## config.mk

```make
export PLATFORM = sky130hd
export DESIGN_NAME = sd_photo_seq
export DESIGN_NICKNAME = d
export VERILOG_FILES = /design/src/rtl/sd_photo_seq.sv
export SDC_FILE = /design/constraint.sdc
export NUM_CORES = 1
export LEC_CHECK = 0
export ABC_AREA = 1
export BUFFER_PORTS_ARGS = -buffer_cell sky130_fd_sc_hd__buf_2
export CAP_MARGIN = 20
export CORE_MARGIN = 2
export CORE_UTILIZATION = 45
export DETAILED_ROUTE_END_ITERATION = 16
export PLACE_DENSITY = 0.72
export SLEW_MARGIN = 20
export SYNTH_ARGS = -nofsm -noshare
export SYNTH_HDL_FRONTEND = slang
export SYNTH_SLANG_ARGS = --single-unit
export TNS_END_PERCENT = 20
```

## constraint.sdc

```tcl
create_clock -name clk -period 3.1 [get_ports clk]
set_input_delay 0.31 -clock clk [delete_from_list [all_inputs] [get_ports clk]]
set_output_delay 0.31 -clock clk [all_outputs]
set_load 0.005 [all_outputs]
```

## src/rtl/sd_photo_seq.sv

```systemverilog
// SD-card image read sequencer: walks the sectors of stored images and issues
// one read request per sector, with per-sector timeout/retry and LOOP/ONESHOT modes.
module sd_photo_seq #(
    parameter int unsigned IMG_NUM      = 4,
    parameter int unsigned IMG_W        = 2,
    parameter logic [31:0] BASE_ADDR    = 32'd8256,
    parameter logic [31:0] IMG_STRIDE   = 32'd1216,
    parameter int unsigned SEC_NUM      = 1200,
    parameter int unsigned SEC_W        = 11,
    parameter int unsigned DELAY_CYCLES = 50_000_000,
    parameter int unsigned DLY_W        = 26,
    parameter int unsigned TMO_CYCLES   = 1_000_000,
    parameter int unsigned MAX_RETRY    = 3
) (
    input  logic             clk,
    input  logic             rst,
    input  logic             en,
    input  logic             mode,
    input  logic             start,
    input  logic [IMG_W-1:0] img_sel,
    input  logic             rd_busy,
    output logic             rd_start_en,
    output logic [31:0]      rd_sec_addr,
    output logic [IMG_W-1:0] img_idx,
    output logic             img_done,
    output logic             seq_busy,
    output logic             err,
    output logic [7:0]       retry_cnt
);

    localparam int unsigned TMO_W = $clog2(TMO_CYCLES + 1);
    localparam int unsigned RTY_W = $clog2(MAX_RETRY + 2);

    localparam logic [SEC_W-1:0] SEC_LAST = SEC_W'(SEC_NUM - 1);
    localparam logic [DLY_W-1:0] DLY_LAST = DLY_W'(DELAY_CYCLES - 1);
    localparam logic [TMO_W-1:0] TMO_LAST = TMO_W'(TMO_CYCLES - 1);
    localparam logic [IMG_W-1:0] IMG_LAST = IMG_W'(IMG_NUM - 1);
    localparam logic [RTY_W-1:0] RTY_MAX  = RTY_W'(MAX_RETRY);

    typedef enum logic [2:0] {
        S_IDLE,
        S_ISSUE,
        S_WAIT,
        S_DELAY,
        S_ERROR
    } state_t;

    state_t           state_q, state_d;
    logic             mode_q, mode_d;
    logic [IMG_W-1:0] img_q, img_d;
    logic [SEC_W-1:0] sec_q, sec_d;
    logic [DLY_W-1:0] dly_q, dly_d;
    logic [TMO_W-1:0] tmo_q, tmo_d;
    logic [RTY_W-1:0] rty_q, rty_d;
    logic [7:0]       retry_cnt_q, retry_cnt_d;
    logic             rd_start_en_q, rd_start_en_d;
    logic [31:0]      addr_q, addr_d;
    logic             img_done_q, img_done_d;
    logic             seq_busy_q, seq_busy_d;
    logic             err_q, err_d;
    logic             busy_d0_q, busy_d1_q;
    logic             neg_busy;

    // Busy falling edge, seen two clocks after rd_busy drops.
    assign neg_busy = busy_d1_q & ~busy_d0_q;

    always_comb begin
        // NOTE: every variable gets a default first so no path can infer a latch.
        state_d     = state_q;
        mode_d      = mode_q;
        img_d       = img_q;
        sec_d       = sec_q;
        dly_d       = dly_q;
        tmo_d       = tmo_q;
        rty_d       = rty_q;
        retry_cnt_d = retry_cnt_q;
        img_done_d  = 1'b0;

        case (state_q)
            S_IDLE: begin
                if (en && !mode) begin
                    mode_d  = 1'b0;
                    sec_d   = '0;
                    state_d = S_ISSUE;
                end else if (en && start && (32'(img_sel) < IMG_NUM)) begin
                    mode_d  = 1'b1;
                    img_d   = img_sel;
                    sec_d   = '0;
                    state_d = S_ISSUE;
                end
            end
            S_ISSUE: begin
                tmo_d   = '0;
                state_d = S_WAIT;
            end
            S_WAIT: begin
                // A completion in the same cycle as the timeout takes priority.
                if (neg_busy) begin
                    rty_d = '0;
                    if (sec_q == SEC_LAST) begin
                        img_done_d = 1'b1;
                        sec_d      = '0;
                        state_d    = mode_q ? S_IDLE : S_DELAY;
                    end else if (en) begin
                        sec_d   = sec_q + SEC_W'(1);
                        state_d = S_ISSUE;
                    end else begin
                        sec_d   = '0;
                        state_d = S_IDLE;
                    end
                end else if (tmo_q == TMO_LAST) begin
                    if (rty_q < RTY_MAX) begin
                        rty_d = rty_q + RTY_W'(1);
                        if (retry_cnt_q != 8'hFF) begin
                            retry_cnt_d = retry_cnt_q + 8'd1;
                        end
                        state_d = S_ISSUE;
                    end else begin
                        state_d = S_ERROR;
                    end
                end else begin
                    tmo_d = tmo_q + TMO_W'(1);
                end
            end
            S_DELAY: begin
                if (!en || (dly_q == DLY_LAST)) begin
                    dly_d   = '0;
                    img_d   = (img_q == IMG_LAST) ? '0 : img_q + IMG_W'(1);
                    state_d = en ? S_ISSUE : S_IDLE;
                end else begin
                    dly_d = dly_q + DLY_W'(1);
                end
            end
            S_ERROR: begin
                if (!en) begin
                    sec_d   = '0;
                    state_d = S_IDLE;
                end
            end
            default: state_d = S_IDLE;
        endcase

        // Outputs are registered copies of the next state, so they line up with it.
        rd_start_en_d = (state_d == S_ISSUE);
        addr_d        = rd_start_en_d ? (BASE_ADDR + 32'(img_d) * IMG_STRIDE + 32'(sec_d))
                                      : addr_q;
        seq_busy_d    = (state_d == S_ISSUE) || (state_d == S_WAIT) || (state_d == S_DELAY);
        err_d         = (state_d == S_ERROR);
    end

    // NOTE: sequential state uses non-blocking assignments only, so every flop
    // samples the values from before the edge.
    always_ff @(posedge clk or posedge rst) begin
        if (rst) begin
            state_q       <= S_IDLE;
            mode_q        <= 1'b0;
            img_q         <= '0;
            sec_q         <= '0;
            dly_q         <= '0;
            tmo_q         <= '0;
            rty_q         <= '0;
            retry_cnt_q   <= '0;
            rd_start_en_q <= 1'b0;
            addr_q        <= '0;
            img_done_q    <= 1'b0;
            seq_busy_q    <= 1'b0;
            err_q         <= 1'b0;
            busy_d0_q     <= 1'b0;
            busy_d1_q     <= 1'b0;
        end else begin
            state_q       <= state_d;
            mode_q        <= mode_d;
            img_q         <= img_d;
            sec_q         <= sec_d;
            dly_q         <= dly_d;
            tmo_q         <= tmo_d;
            rty_q         <= rty_d;
            retry_cnt_q   <= retry_cnt_d;
            rd_start_en_q <= rd_start_en_d;
            addr_q        <= addr_d;
            img_done_q    <= img_done_d;
            seq_busy_q    <= seq_busy_d;
            err_q         <= err_d;
            busy_d0_q     <= rd_busy;
            busy_d1_q     <= busy_d0_q;
        end
    end

    assign rd_start_en = rd_start_en_q;
    assign rd_sec_addr = addr_q;
    assign img_idx     = img_q;
    assign img_done    = img_done_q;
    assign seq_busy    = seq_busy_q;
    assign err         = err_q;
    assign retry_cnt   = retry_cnt_q;

endmodule
```

---- Yosys cells after proc, flatten, opt, wreduce, memory -nomap -nowiden ----
Cells that the tools add are included.
word-level totals
  output and inout port bits .............. 46
  logic and storage cells ................. 94
  register bits after elaboration ......... 112
  input port bits ......................... 8
operators by class
  $add $sub $neg .......................... 8
  equality and inequality tests ........... 15
  bitwise logic cells ..................... 3
  reduce and logical (&&, ||, !) cells .... 16
  $lt $le $gt $ge ......................... 1
  multipliers ............................. 1
  mux-type cells .......................... 35
operator list
  cell                                               count
  2-to-1 mux 11 bit                                  6
  2-to-1 mux 20 bit                                  2
  one-hot mux 20 bit (2 select lines)                1
  one-hot mux 11 bit (3 select lines)                1
  2-to-1 mux 3 bit                                   10
  adder 26 x 1 -> 26 bit (second input constant)     1
  == test 26 bit (second input constant)             1
  2-to-1 mux 26 bit                                  1
  adder 20 x 1 -> 20 bit (second input constant)     1
  == test 20 bit (second input constant)             1
  adder 15 x 11 -> 16 bit                            1
  adder 14 x 13 -> 15 bit (first input constant)     1
  one-hot mux 3 bit (5 select lines)                 1
  == test 3 x 2 -> 1 bit (second input constant)     4
  2-to-1 mux 2 bit                                   6
  adder 11 x 1 -> 11 bit (second input constant)     1
  == test 11 bit (second input constant)             1
  adder 8 x 1 -> 8 bit (second input constant)       1
  != test 8 bit (second input constant)              1
  nonzero test 2 bit                                 4
  multiplier 2 x 5 -> 7 bit (second input constant)  1
  == test 3 x 1 -> 1 bit (second input constant)     2
  == test 3 bit (second input constant)              2
  2-to-1 mux 1 bit                                   6
  15 further kinds                                   22

---- Longest topological paths before layout ----
  depth in word-level cells ............... 8
  mapped depth ............................ 19
  depth with buffers taken out ............ 19

---- Least setup slack after synthesis ----
Ideal clock, no wire load.
  path kind ............................... flip-flop to flip-flop
  from .................................... register dly_q[0]
  to ...................................... register addr_q[11] (netlist: rd_sec_addr[11])
  cell stages (with the launch flop) ...... 19
  data required time ...................... 2984 ps
  setup slack ............................. -34 ps
  arrival ................................. 3018 ps
  period minus slack after synthesis ...... 3134 ps
  cell sequence ........................... dfrtp_1 -> ha_1 -> nand2_1 -> nor2_1 -> nand3_2 -> nand2_1 -> nand2_2 -> o21ai_0 -> a21oi_1 -> inv_1 -> ha_1 -> ha_1 -> ha_1 -> fa_1 -> nand3_1 -> nand2_1 -> xor2_1 -> nand3_1 -> nand2_1
between the ends
  cells in the longest elaborated chain, start to end .. 7
RTL lines
  item                                line  text
  start: declaration                  52    logic [DLY_W-1:0] dly_q, dly_d;
  start signal: assignment            175   dly_q <= dly_d;
  == test 26 bit                      126   if (!en || (dly_q == DLY_LAST)) begin
  logical OR 1 bit                    126
  2-to-1 mux 2 bit                    126
  one-hot mux 2 bit (2 select lines)  79    case (state_q)
  via img_d[0]                        50    logic [IMG_W-1:0] img_q, img_d;
  multiplier 2 x 5 -> 7 bit           145   addr_d = rd_start_en_d ? (BASE_ADDR + 32'(img_d) * IMG_STRIDE + 32'(sec_d))
  adder 14 x 13 -> 15 bit             145
  adder 15 x 11 -> 16 bit             145
  end signal: assignment              180   addr_q <= addr_d;
  end: declaration                    57    logic [31:0] addr_q, addr_d;
The timed path passes the listed nets, and every way through them passes these cells.
A chain may end at the register's enable or synchronous reset.

---- Worst setup path in the final report ----
  from .................................... register state_q[1]
  to ...................................... register addr_q[11] (netlist: rd_sec_addr[11])
between the ends
  cells in the longest elaborated chain, start to end .. 5
RTL lines
  item                                                       line  text
  start: declaration                                         48    state_t state_q, state_d;
  start signal: assignment                                   171   state_q <= state_d;
  == test 3 x 2 -> 1 bit or zero test 3 bit (tied branches)  79
  one-hot mux 2 bit (2 select lines) *                       79
  via img_d[0]                                               50
  multiplier 2 x 5 -> 7 bit *                                145
  adder 14 x 13 -> 15 bit *                                  145
  adder 15 x 11 -> 16 bit *                                  145
The timed path passes the listed nets; every way through them passes the cells marked *.

==> run summary <==
grt total ovfl: 0
CTS buffer count: 9
Setup-failing EPs final: 0
placement-stage cell area: 0.00633 mm²
Setup WS pre-CTS: 2.84 ps
crit path capture type: flip-flop
Setup CP Type: reg -> reg
Area growth, synth to finish: 19.8%
# IOs: 54
HP Class: in -> reg
Worst path depth: 18
CTS tree: yes
final worst path period need: 2970 ps
PnR worst setup slack: 134 ps
#FFs+latches synth: 94
maximum fanout along the worst path: 5
Synth Cell Area: 0.00572 mm²
HPWL Detailed: 9830 µm
vias after detailed routing: 5122
Via density: 5.08
delay-heaviest family, CP: adder cells
pwr dens: 696 mW/mm²
number of global-route vias before repair: 4741
Routability Congestion: 0.946
Synth Area per Inst: 7.67 µm²
Max Slew Vio Count: 0
worst-path cell chain: nor2_2, inv_2, nor2_4, inv_1, nor2_1, a22oi_1, o21ai_1, a21oi_2, inv_1, ha_4, ha_4, ha_4, fa_2, nand3_1, nand2_1, xor2_1, nand3_1, nand2_1
drt pass-1 iters: 8
Req. time, crit path: 3340 ps
buffers from clock root to sink, at most: 2
Clock Sinks: 94
Max-cap violations: 0
Routed WL: 13400 µm
Post-DRT Antenna Nets: 0
# rows: 41
fill count: 1181
Worst setup SP type: flip-flop
DRC Markers: 0
fin crit share: 95.7%
post-synthesis sequential area ratio: 41.1%
IO Port Bufs: 35
CP dominant cell by count: ha_4
Starting Density: 45.7%
Max VDD drop: 0.637 mV
count of different cell masters after synthesis: 44
hold buffers post-CTS: 0
first-pass GRT wire length: 21900 µm
worst r2r path cells: 18
gr usage total: 20.4%
final hold vios: 0
Slowest Stage Delay on Critical Path: 430 ps
Die X: 117 µm
die height: 117 µm
Final Power: 4770 µW
WP buf/inv: 3
initial antenna violation count: 0
fmax: 0.337 GHz
Synth Warn #: 0
ant diodes: 0
Critical Path AT: 3200 ps
Die Area: 0.0136 mm²
H-tree Lvls: 3
Worst-Margin Slew: 737 ps
largest net degree at the start of global routing: 82
hold path depth: 1
Worst path slowest cell: dfrtp_1
Skew-Pair Late Insertion Delay: 350 ps
skew final: 8.67 ps
CTS clk-pin slew, worst paths: 70 ps
Syn Inst Count: 746
share of layout cells above drive strength 1: 20.5%
status: completed
Avg WL per Cell: 13.3 µm
Nets: 860
Slew HR: 50.8%
P_leak: 0.00340 µW
fin area: 0.00686 mm²
setup TNS: 0 ps
1st-iter DRT viols: 352
root buf cell: clkbuf_16
core area: 0.0125 mm²
-- metrics by stage --
stage          hold slack [ps]  instances  util (%)
2_1_floorplan              341        763         -
4_1_cts                   53.3       1002      53.2
6_report                  64.2       1009      54.8
3_5_place_dp               424        986      50.5
3_3_place_gp               422        986      50.5
5_1_grt                   45.1       1009      54.8
-- state kept, by name, summed over array words and instances (netlist names), 2 cells and up --
register     flops
rd_sec_addr     14
img_idx          2
dly_q           26
state_q          3
tmo_q           20
sec_q           11
rty_q            3
retry_cnt        8
-- routing by layer --
metal / vias to the layer above / wire [µm] / global-route usage, %
met5: - / 0 / 0
met4: 0 / 321 / 7.61
met3: 31 / 696 / 5.30
met2: 144 / 6370 / 32.7
met1: 2361 / 6040 / 26.8
li1: 2586 / - / -
-- layout by cell type (no fill, tap or decap), types with 8 or more instances in the layout --
cell type / n
nor3_1: 22
buf_4: 57
inv_2: 13
nor2_2: 11
inv_1: 83
nor2_1: 69
o31ai_1: 8
ha_1: 11
buf_2: 35
clkbuf_16: 9
nand4_1: 26
a21oi_1: 16
nand2_1: 157
xor2_1: 21
o21ai_0: 28
nand3_1: 75
conb_1: 18
dfrtp_1: 94
-- timing repair --
| action | 4_1_cts | 5_1_grt |
|---|---|---|
| resized for setup | 1 | 37 |
| endpoints found under the setup margin | 1 | 5 |
| setup buffers | 1 | 7 |
| pin swaps | 1 | 18 |
-- power breakdown --
group | internal, µW | leakage [µW] | switching [µW]
combinational | 791 | 0.00197 | 1180
sequential | 1460 | 0.00127 | 162
clock | 726 | 0.000159 | 458
total | 2980 | 0.00340 | 1800
-- synthesized netlist by cell type, drive strengths merged --
cell type	number	area share, %
a21o	2	0.26
a21oi	18	1.6
a22oi	3	0.39
a31oi	1	0.11
a32o	1	0.17
and3	1	0.11
buf	28	3.6
clkbuf	5	0.33
conb	1	0.066
dfrtp	94	41
fa	1	0.35
ha	18	3.9
inv	97	6.4
mux2	2	0.39
nand2	165	11
nand3	82	7.7
nand3b	1	0.13
nand4	26	2.8
nor2	84	6.3
nor3	25	2.4
nor3b	4	0.52
nor4	2	0.22
o211ai	3	0.39
o21a	2	0.26
o21ai	39	3.4
o21bai	1	0.13
o22ai	2	0.22
o31ai	8	1.0
or2	2	0.22
xnor2	7	1.1
xor2	21	3.2
-- cells by family (layout without fill, tap and decap cells) --
kind of cell    Yosys count  count (layout)  share of synthesized area, %
compound gates           80              80                          7.98
other cells               1              18                        0.0655
xor+xnor                 28              28                          4.28
simple gates            392             392                          31.6
buf+inv                 130             204                          10.3
mux                       2               2                         0.393
flops                    94              94                          41.1
fa+ha+maj                19              19                          4.28
-- path summary, 6_finish.rpt --
check / from / slack [ps] / to
setup / recovery: state_q[1] / 130 / rd_sec_addr[11]
hold / removal: rd_busy / 60 / busy_d0_q
setup reg to reg: state_q[1] / 130 / rd_sec_addr[11]
hold reg to reg: busy_d0_q / 440 / busy_d1_q
max in group asynchronous: rst / 2310 / rd_sec_addr[11]
min in group asynchronous: rst / 90 / img_done
-- area by class of cell --
| class | instances | area (µm²) | area share, % |
|---|---|---|---|
| clock buffer | 10 | 239 | 3.48 |
| clock inverter | 5 | 82.6 | 1.20 |
| inverter | 97 | 369 | 5.38 |
| multi-input combinational | 539 | 3000 | 43.7 |
| sequential | 94 | 2350 | 34.3 |
| tap | 172 | 215 | 3.14 |
| timing repair buffer | 92 | 603 | 8.79 |
-- worst reg2reg max path: stages (launching register included) --
cell,delay (ps)
dfrtp_1,430
nor2_2,130
inv_2,70
nor2_4,130
inv_1,100
nor2_1,150
a22oi_1,110
o21ai_1,120
a21oi_2,70
inv_1,120
ha_4,220
ha_4,240
ha_4,160
fa_2,390
nand3_1,90
nand2_1,60
xor2_1,140
nand3_1,80
nand2_1,50
(Power assumes the default switching activity.)
